$ cat src/rtl/bnn_seq_ctrl_if.sv
// ---------------------------------------------------------------------------
// bnn_seq_ctrl_if
// Host-side handshake bundle of the BNN sequencer.
//   cfg_*  : weight-programming byte stream (valid/ready/data[7:0])
//   inf_*  : inference input vector stream   (valid/ready/data[7:0])
//   res_*  : inference result stream         (valid/ready/data[3:0])
// master : host side (drives valids/data of cfg and inf, drives res_ready)
// slave  : sequencer side
// ---------------------------------------------------------------------------
interface bnn_seq_ctrl_if;
    logic       cfg_valid;
    logic       cfg_ready;
    logic [7:0] cfg_data;
    logic       inf_valid;
    logic       inf_ready;
    logic [7:0] inf_data;
    logic       res_valid;
    logic       res_ready;
    logic [3:0] res_data;

    modport master (
        output cfg_valid, cfg_data, inf_valid, inf_data, res_ready,
        input  cfg_ready, inf_ready, res_valid, res_data
    );

    modport slave (
        input  cfg_valid, cfg_data, inf_valid, inf_data, res_ready,
        output cfg_ready, inf_ready, res_valid, res_data
    );
endinterface

$ cat src/rtl/bnn_seq_ctrl.sv
// ---------------------------------------------------------------------------
// bnn_seq_ctrl
// Sequencer in front of the 8-8-4 BNN core. Arbitrates between the weight
// programming stream and the inference stream (weights win), splits each
// weight byte into a low/high nibble load pair, holds the input vector across
// the core pipeline and returns the 4-bit result over a valid/ready handshake.
//
// Ports:
//   clk, reset      clock, synchronous active-high reset
//   ena             global enable, 0 freezes all state and outputs
//   bus (slave)     cfg / inf / res handshakes (see bnn_seq_ctrl_if)
//   bnn_load_en     core load enable
//   bnn_weight_nib  core weight nibble
//   bnn_in          core input vector
//   bnn_out         core neuron outputs 3:0
//   load_cnt        weight bytes written since reset (saturates at NUM_NEURONS)
//   load_done       load_cnt == NUM_NEURONS
//   busy            FSM not in IDLE
//   cksum           weight checksum
//
// Optional feature macro: BNN_CKSUM_EN
//   defined   : cksum accumulates rotl(cksum) ^ byte on every high-nibble load
//   undefined : cksum is tied to 0
// ---------------------------------------------------------------------------
module bnn_seq_ctrl #(
    parameter int NUM_NEURONS = 12,
    parameter int PIPE_LAT    = 2,
    parameter int CNT_W       = 4
) (
    input  logic             clk,
    input  logic             reset,
    input  logic             ena,
    bnn_seq_ctrl_if.slave    bus,
    output logic             bnn_load_en,
    output logic [3:0]       bnn_weight_nib,
    output logic [7:0]       bnn_in,
    input  logic [3:0]       bnn_out,
    output logic [CNT_W-1:0] load_cnt,
    output logic             load_done,
    output logic             busy,
    output logic [7:0]       cksum
);

    localparam int WAIT_W = $clog2(PIPE_LAT + 1);

    typedef enum logic [2:0] {
        IDLE,
        LOAD_LO,
        LOAD_HI,
        INF_WAIT,
        RESULT
    } state_e;

    state_e            state_q, state_d;
    logic [7:0]        byte_q, byte_d;
    logic [7:0]        bnn_in_q, bnn_in_d;
    logic [WAIT_W-1:0] wait_q, wait_d;
    logic [CNT_W-1:0]  cnt_q, cnt_d;
    logic              res_valid_q, res_valid_d;
    logic [3:0]        res_data_q, res_data_d;
    logic              done;
    logic              cfg_hs;
    logic              inf_hs;

`ifdef BNN_CKSUM_EN
    logic [7:0]        cksum_q, cksum_d;
`endif

    assign done   = (cnt_q == CNT_W'(NUM_NEURONS));
    assign cfg_hs = bus.cfg_valid & bus.cfg_ready;
    assign inf_hs = bus.inf_valid & bus.inf_ready;

    // State and datapath registers.
    always_ff @(posedge clk) begin
        if (reset) begin
            state_q     <= IDLE;
            byte_q      <= '0;
            bnn_in_q    <= '0;
            wait_q      <= '0;
            cnt_q       <= '0;
            res_valid_q <= 1'b0;
            res_data_q  <= '0;
`ifdef BNN_CKSUM_EN
            cksum_q     <= '0;
`endif
        end else begin
            state_q     <= state_d;
            byte_q      <= byte_d;
            bnn_in_q    <= bnn_in_d;
            wait_q      <= wait_d;
            cnt_q       <= cnt_d;
            res_valid_q <= res_valid_d;
            res_data_q  <= res_data_d;
`ifdef BNN_CKSUM_EN
            cksum_q     <= cksum_d;
`endif
        end
    end

    // Next-state and datapath update. Everything holds while ena is low; the
    // readies are also gated by ena so no handshake can slip through.
    // LOAD states are only entered while load_done is 0, so the counter
    // saturates at NUM_NEURONS without an explicit clamp.
    always_comb begin
        state_d     = state_q;
        byte_d      = byte_q;
        bnn_in_d    = bnn_in_q;
        wait_d      = wait_q;
        cnt_d       = cnt_q;
        res_valid_d = res_valid_q;
        res_data_d  = res_data_q;
`ifdef BNN_CKSUM_EN
        cksum_d     = cksum_q;
`endif
        if (ena) begin
            case (state_q)
                IDLE: begin
                    if (cfg_hs) begin
                        byte_d  = bus.cfg_data;
                        state_d = LOAD_LO;
                    end else if (inf_hs) begin
                        bnn_in_d = bus.inf_data;
                        wait_d   = '0;
                        state_d  = INF_WAIT;
                    end
                end
                LOAD_LO: begin
                    state_d = LOAD_HI;
                end
                LOAD_HI: begin
                    cnt_d   = cnt_q + CNT_W'(1);
`ifdef BNN_CKSUM_EN
                    cksum_d = {cksum_q[6:0], cksum_q[7]} ^ byte_q;
`endif
                    state_d = IDLE;
                end
                INF_WAIT: begin
                    // bnn_in was registered on the handshake edge, so the core
                    // output reflects it once PIPE_LAT further edges have passed.
                    if (wait_q == WAIT_W'(PIPE_LAT)) begin
                        res_data_d  = bnn_out;
                        res_valid_d = 1'b1;
                        state_d     = RESULT;
                    end else begin
                        wait_d = wait_q + WAIT_W'(1);
                    end
                end
                RESULT: begin
                    if (bus.res_ready) begin
                        res_valid_d = 1'b0;
                        state_d     = IDLE;
                    end
                end
                default: begin
                    state_d = IDLE;
                end
            endcase
        end
    end

    // Output decode. The readies are forced low while reset is asserted so the
    // host never sees a ready during reset.
    always_comb begin
        bus.cfg_ready  = 1'b0;
        bus.inf_ready  = 1'b0;
        bnn_load_en    = 1'b0;
        bnn_weight_nib = 4'h0;
        busy           = (state_q != IDLE);
        case (state_q)
            IDLE: begin
                bus.cfg_ready = ena & ~done & ~reset;
                bus.inf_ready = ena & ~(bus.cfg_valid & ~done) & ~reset;
            end
            LOAD_LO: begin
                bnn_load_en    = 1'b1;
                bnn_weight_nib = byte_q[3:0];
            end
            LOAD_HI: begin
                bnn_load_en    = 1'b1;
                bnn_weight_nib = byte_q[7:4];
            end
            default: begin
                bnn_load_en = 1'b0;
            end
        endcase
    end

    assign bus.res_valid = res_valid_q;
    assign bus.res_data  = res_data_q;
    assign bnn_in        = bnn_in_q;
    assign load_cnt      = cnt_q;
    assign load_done     = done;

`ifdef BNN_CKSUM_EN
    assign cksum = cksum_q;
`else
    assign cksum = 8'h00;
`endif

endmodule

$ cat src/flat_wrapper.sv
// flat-port wrapper written by rule: the top's interface ports become plain ports
module bnn_seq_ctrl_flat 
#(
    parameter int NUM_NEURONS = 12,
    parameter int PIPE_LAT    = 2,
    parameter int CNT_W       = 4
)
  (clk, reset, ena, bnn_load_en, bnn_weight_nib, bnn_in, bnn_out, load_cnt, load_done, busy, cksum, bus_cfg_valid, bus_cfg_data, bus_inf_valid, bus_inf_data, bus_res_ready, bus_cfg_ready, bus_inf_ready, bus_res_valid, bus_res_data);
  bnn_seq_ctrl_if bus_i ();
  input  logic clk;
  input  logic reset;
  input  logic ena;
  output logic bnn_load_en;
  output logic [3:0] bnn_weight_nib;
  output logic [7:0] bnn_in;
  input  logic [3:0] bnn_out;
  output logic [CNT_W-1:0] load_cnt;
  output logic load_done;
  output logic busy;
  output logic [7:0] cksum;
  input wire logic [$bits(bus_i.cfg_valid)-1:0] bus_cfg_valid;
  input wire logic [$bits(bus_i.cfg_data)-1:0] bus_cfg_data;
  input wire logic [$bits(bus_i.inf_valid)-1:0] bus_inf_valid;
  input wire logic [$bits(bus_i.inf_data)-1:0] bus_inf_data;
  input wire logic [$bits(bus_i.res_ready)-1:0] bus_res_ready;
  output wire logic [$bits(bus_i.cfg_ready)-1:0] bus_cfg_ready;
  output wire logic [$bits(bus_i.inf_ready)-1:0] bus_inf_ready;
  output wire logic [$bits(bus_i.res_valid)-1:0] bus_res_valid;
  output wire logic [$bits(bus_i.res_data)-1:0] bus_res_data;
  assign bus_i.cfg_valid = bus_cfg_valid;
  assign bus_i.cfg_data = bus_cfg_data;
  assign bus_i.inf_valid = bus_inf_valid;
  assign bus_i.inf_data = bus_inf_data;
  assign bus_i.res_ready = bus_res_ready;
  assign bus_cfg_ready = bus_i.cfg_ready;
  assign bus_inf_ready = bus_i.inf_ready;
  assign bus_res_valid = bus_i.res_valid;
  assign bus_res_data = bus_i.res_data;
  bnn_seq_ctrl #(.NUM_NEURONS(NUM_NEURONS), .PIPE_LAT(PIPE_LAT), .CNT_W(CNT_W)) u_core (.clk(clk), .reset(reset), .ena(ena), .bus(bus_i), .bnn_load_en(bnn_load_en), .bnn_weight_nib(bnn_weight_nib), .bnn_in(bnn_in), .bnn_out(bnn_out), .load_cnt(load_cnt), .load_done(load_done), .busy(busy), .cksum(cksum));
endmodule
$ cat config.mk
export PLATFORM = sky130hd
export DESIGN_NAME = bnn_seq_ctrl_flat
export DESIGN_NICKNAME = d
export VERILOG_FILES = /design/src/rtl/bnn_seq_ctrl_if.sv /design/src/rtl/bnn_seq_ctrl.sv /design/src/flat_wrapper.sv
export SDC_FILE = /design/constraint.sdc
export NUM_CORES = 1
export LEC_CHECK = 0
export ABC_AREA = 1
export CAP_MARGIN = 10
export CELL_PAD_IN_SITES_DETAIL_PLACEMENT = 1
export CELL_PAD_IN_SITES_GLOBAL_PLACEMENT = 1
export CORE_UTILIZATION = 30
export DETAILED_ROUTE_END_ITERATION = 12
export GPL_TIMING_DRIVEN = 0
export PLACE_DENSITY = 0.88
export SLEW_MARGIN = 20
export SYNTH_ARGS = -nofsm -noshare
export SYNTH_HDL_FRONTEND = slang
export SYNTH_SLANG_ARGS = --single-unit
$ cat constraint.sdc
create_clock -name clk -period 1.9 [get_ports clk]
set_clock_uncertainty 0.15 [all_clocks]
set_input_delay 0.19 -clock clk [delete_from_list [all_inputs] [get_ports clk]]
set_output_delay 0.19 -clock clk [all_outputs]
set_load 0.01 [all_outputs]
==> results_dict.tcl <==
set metrics [dict create \
    outcome "completed" \
    hold_path_startpoint "bus_inf_valid" \
    fin_area_um2 2300 \
    fillers 602 \
    synth.distinct_cells 29 \
    overflow 0 \
    netlist_instances 193 \
    yosys.cell_count.top_type "nor2_1" \
    slowest_delay_ns 0.37 \
    start_kind "flop" \
    fin_nets 301 \
    synth_top_area_share_pct 40.71 \
    fmax_mhz 547.1 \
    tns_ns 0 \
    die-height_um 72.12 \
    synth_commonest_cells "nor2_1, dfxtp_1, nand2_1" \
    core_um2 4723 \
    crit_arrival_ns 1.85 \
    die_w_um 72.12 \
    hpwl_um 3034 \
    h-tree-depth 2 \
    post_drt_wl_per_cell_um 12.75 \
    total_power_mw 2.007 \
    finalSetupViolations 0 \
    clk_latency_ns 0.29 \
    min_path_type "in2reg" \
    port_buffers 50 \
    pwr_density_cell_nw_per_um2 872.9 \
    cts_tree "built" \
    period_share_pct 96.20 \
    clkPwrFrac_pct 25.4 \
    crit_fanout 5 \
    grt_max_degree 11 \
    drive_gt1_share_pct 24.72 \
    ys_seq_area_share_pct 40.71 \
    antenna_found_initial 0 \
    finalCriticalPeriod_ns 1.828 \
    num_antenna_cells 0 \
    grt_use_total_pct 17.90 \
    ir_worst_vdd_mv 0.3726 \
    cp_cell_sequence "inv_2 > ha_1 > nand3_1 > nand2_2 > buf_4 > o21a_1 > nand2_4 > nand3_4 > nor2_1 > nor2_1" \
    syn_to_final_growth_pct 55.90 \
    syn_area_per_cell_um2 7.643 \
    first_pass_iters 4 \
    dieArea_um2 5201 \
    row_count 25 \
    grt_pass1_wl_um 7044 \
    antenna_left 0 \
    place_area_um2 2086 \
    critPathTopFamily "simple AND/OR/NAND/NOR gates" \
    drcViolationCount 0 \
    hold_viol 0 \
    path_buf_inv 2 \
    slew_violations 0 \
    initial_core_util_pct 31.23 \
    r2r-start "u_core.load_cnt[0]" \
    ys_ff_latch 30 \
    dr_total_vias 1557 \
    cts_root_buf "clkbuf_8" \
    viasPerCell 4.607 \
    synth_area_um2 1475 \
    crit_path_top_delay_cell "dfxtp_2" \
    gp_congestion 0.8161 \
    postRouteWirelength_um 4311 \
    clk_pin_slew_ns 0.06 \
    maxCapViolCount 0 \
    ios 60 \
    synthTopCellsByArea "dfxtp_1, nor2_1, nand2_1" \
    combPwrFrac_pct 38.1 \
    internal-power_mw 1.311 \
    swShare_pct 34.69 \
    startpoint "u_core.load_cnt[0]" \
    p_switching_uw 696.4 \
    pre_cts_ws_ns -0.5163 \
    crit_path_end_kind "flop" \
    setup_slack_ns 0.07211 \
    yosysTopAreaCell "dfxtp_1" \
    power.leakage_nw 1.018 \
    numCtsBuffers 5 \
    synth-async-reset-ratio_pct 0 \
    crit_top_cell "nor2_1" \
    drt_iter0_drc 56 \
    seq_power_share_pct 36.5 \
    cts_buffer_depth 2 \
    clock-sinks 30 \
    ys.flop_type "dfxtp_1" \
    grt_pass1_vias 1522 \
    ys_warn_count 0 \
    crit_type "reg2reg" \
    synth-edff-count 0 \
    cp.required_ns 1.92 \
]
## metrics by stage
step | utilization (%) | instances | hold WS, ns
after global routing | 48.69 | 338 | 0.1804
after CTS | 47.39 | 332 | 0.1409
after floorplan | - | 200 | 0.1193
after detailed placement | 44.16 | 317 | 0.3143
final | 48.69 | 338 | 0.1434
after global placement | 44.16 | 317 | 0.3025
## flip-flops by register name (all words and copies together) (netlist names)
signal / count
u_core.bnn_in: 8
u_core.byte_q: 8
u_core.bus.res_data: 4
u_core.load_cnt: 4
u_core.state_q: 3
u_core.wait_q: 2
u_core.bus.res_valid: 1
## path summary, 6_finish.rpt
check	end	slack, ns	cells after the start
max	u_core.state_q[1]	0.07	10
min	u_core.bnn_in[4]	0.14	3
max reg2reg	u_core.state_q[1]	0.07	10
min reg2reg	u_core.bnn_in[6]	0.32	2
## power groups by stage
stage | logic [mW] | registers (mW) | clock network (mW)
after global routing | 0.839 | 0.738 | 0.560
after detailed placement | 0.635 | 0.737 | 0
final | 0.765 | 0.732 | 0.510
after CTS | 0.709 | 0.729 | 0.531
after floorplan | 0.400 | 0.733 | 0
after global placement | 0.607 | 0.732 | 0
## cell usage in the layout, fill, tap and decap left out, types with 4 or more instances in the layout
cell / Yosys / routed
nor2_4: 3 / 4
inv_2: 2 / 6
dfxtp_2: 0 / 5
nand2_1: 26 / 24
clkbuf_2: 1 / 6
nand3_1: 14 / 14
o21ai_0: 15 / 15
clkdlybuf4s50_1: 0 / 40
dfxtp_1: 30 / 25
a32o_1: 4 / 4
a21oi_1: 13 / 12
nor2_1: 35 / 34
inv_1: 18 / 14
conb_1: 1 / 8
buf_4: 9 / 24
clkbuf_8: 0 / 6
## worst register-to-register path, delay by kind of cell (launching register included)
family | cells | cell delay, ns
compound gates | 1 | 0.20
buf+inv | 2 | 0.22
simple gates | 6 | 0.58
fa+ha+maj | 1 | 0.20
flops | 1 | 0.37
## kinds of logic after synthesis
family	share of synthesized area, %
buffers and inverters	10.86
DFF	40.71
adders and majority gates	2.545
AOI/OAI and AO/OA	13.91
other	0.2542
and+or+nand+nor	31.72
## repair_timing
item	CTS	global route
setup endpoints to repair	9	15
pin swaps	6	8
buffers inserted	9	8
gates resized for setup	19	24
hold buffers	0	0
hold endpoints to repair	0	0
## final cells by class
cell class | count | area (um2) | area share (%)
Sequential cell | 30 | 606.8 | 26.39
Clock buffer | 6 | 82.58 | 3.591
Tap cell | 67 | 83.83 | 3.645
Timing Repair Buffer | 65 | 588.1 | 25.57
Inverter | 20 | 75.07 | 3.264
Multi-Input combinational cell | 137 | 772.0 | 33.57
Buffer | 13 | 91.34 | 3.972
## routing by layer
layer  vias up  global-route usage, %  share of wire, %  routed length (um)
li1        770                      -                 -                   -
met1       729                  20.39                41                1782
met2        46                  30.53                50                2162
met3        12                  4.306               5.8                 248
met4         0                  10.24               2.7                 117
met5         -                      0                 0                   0
No activity file was read; power rests on OpenSTA's default activity.
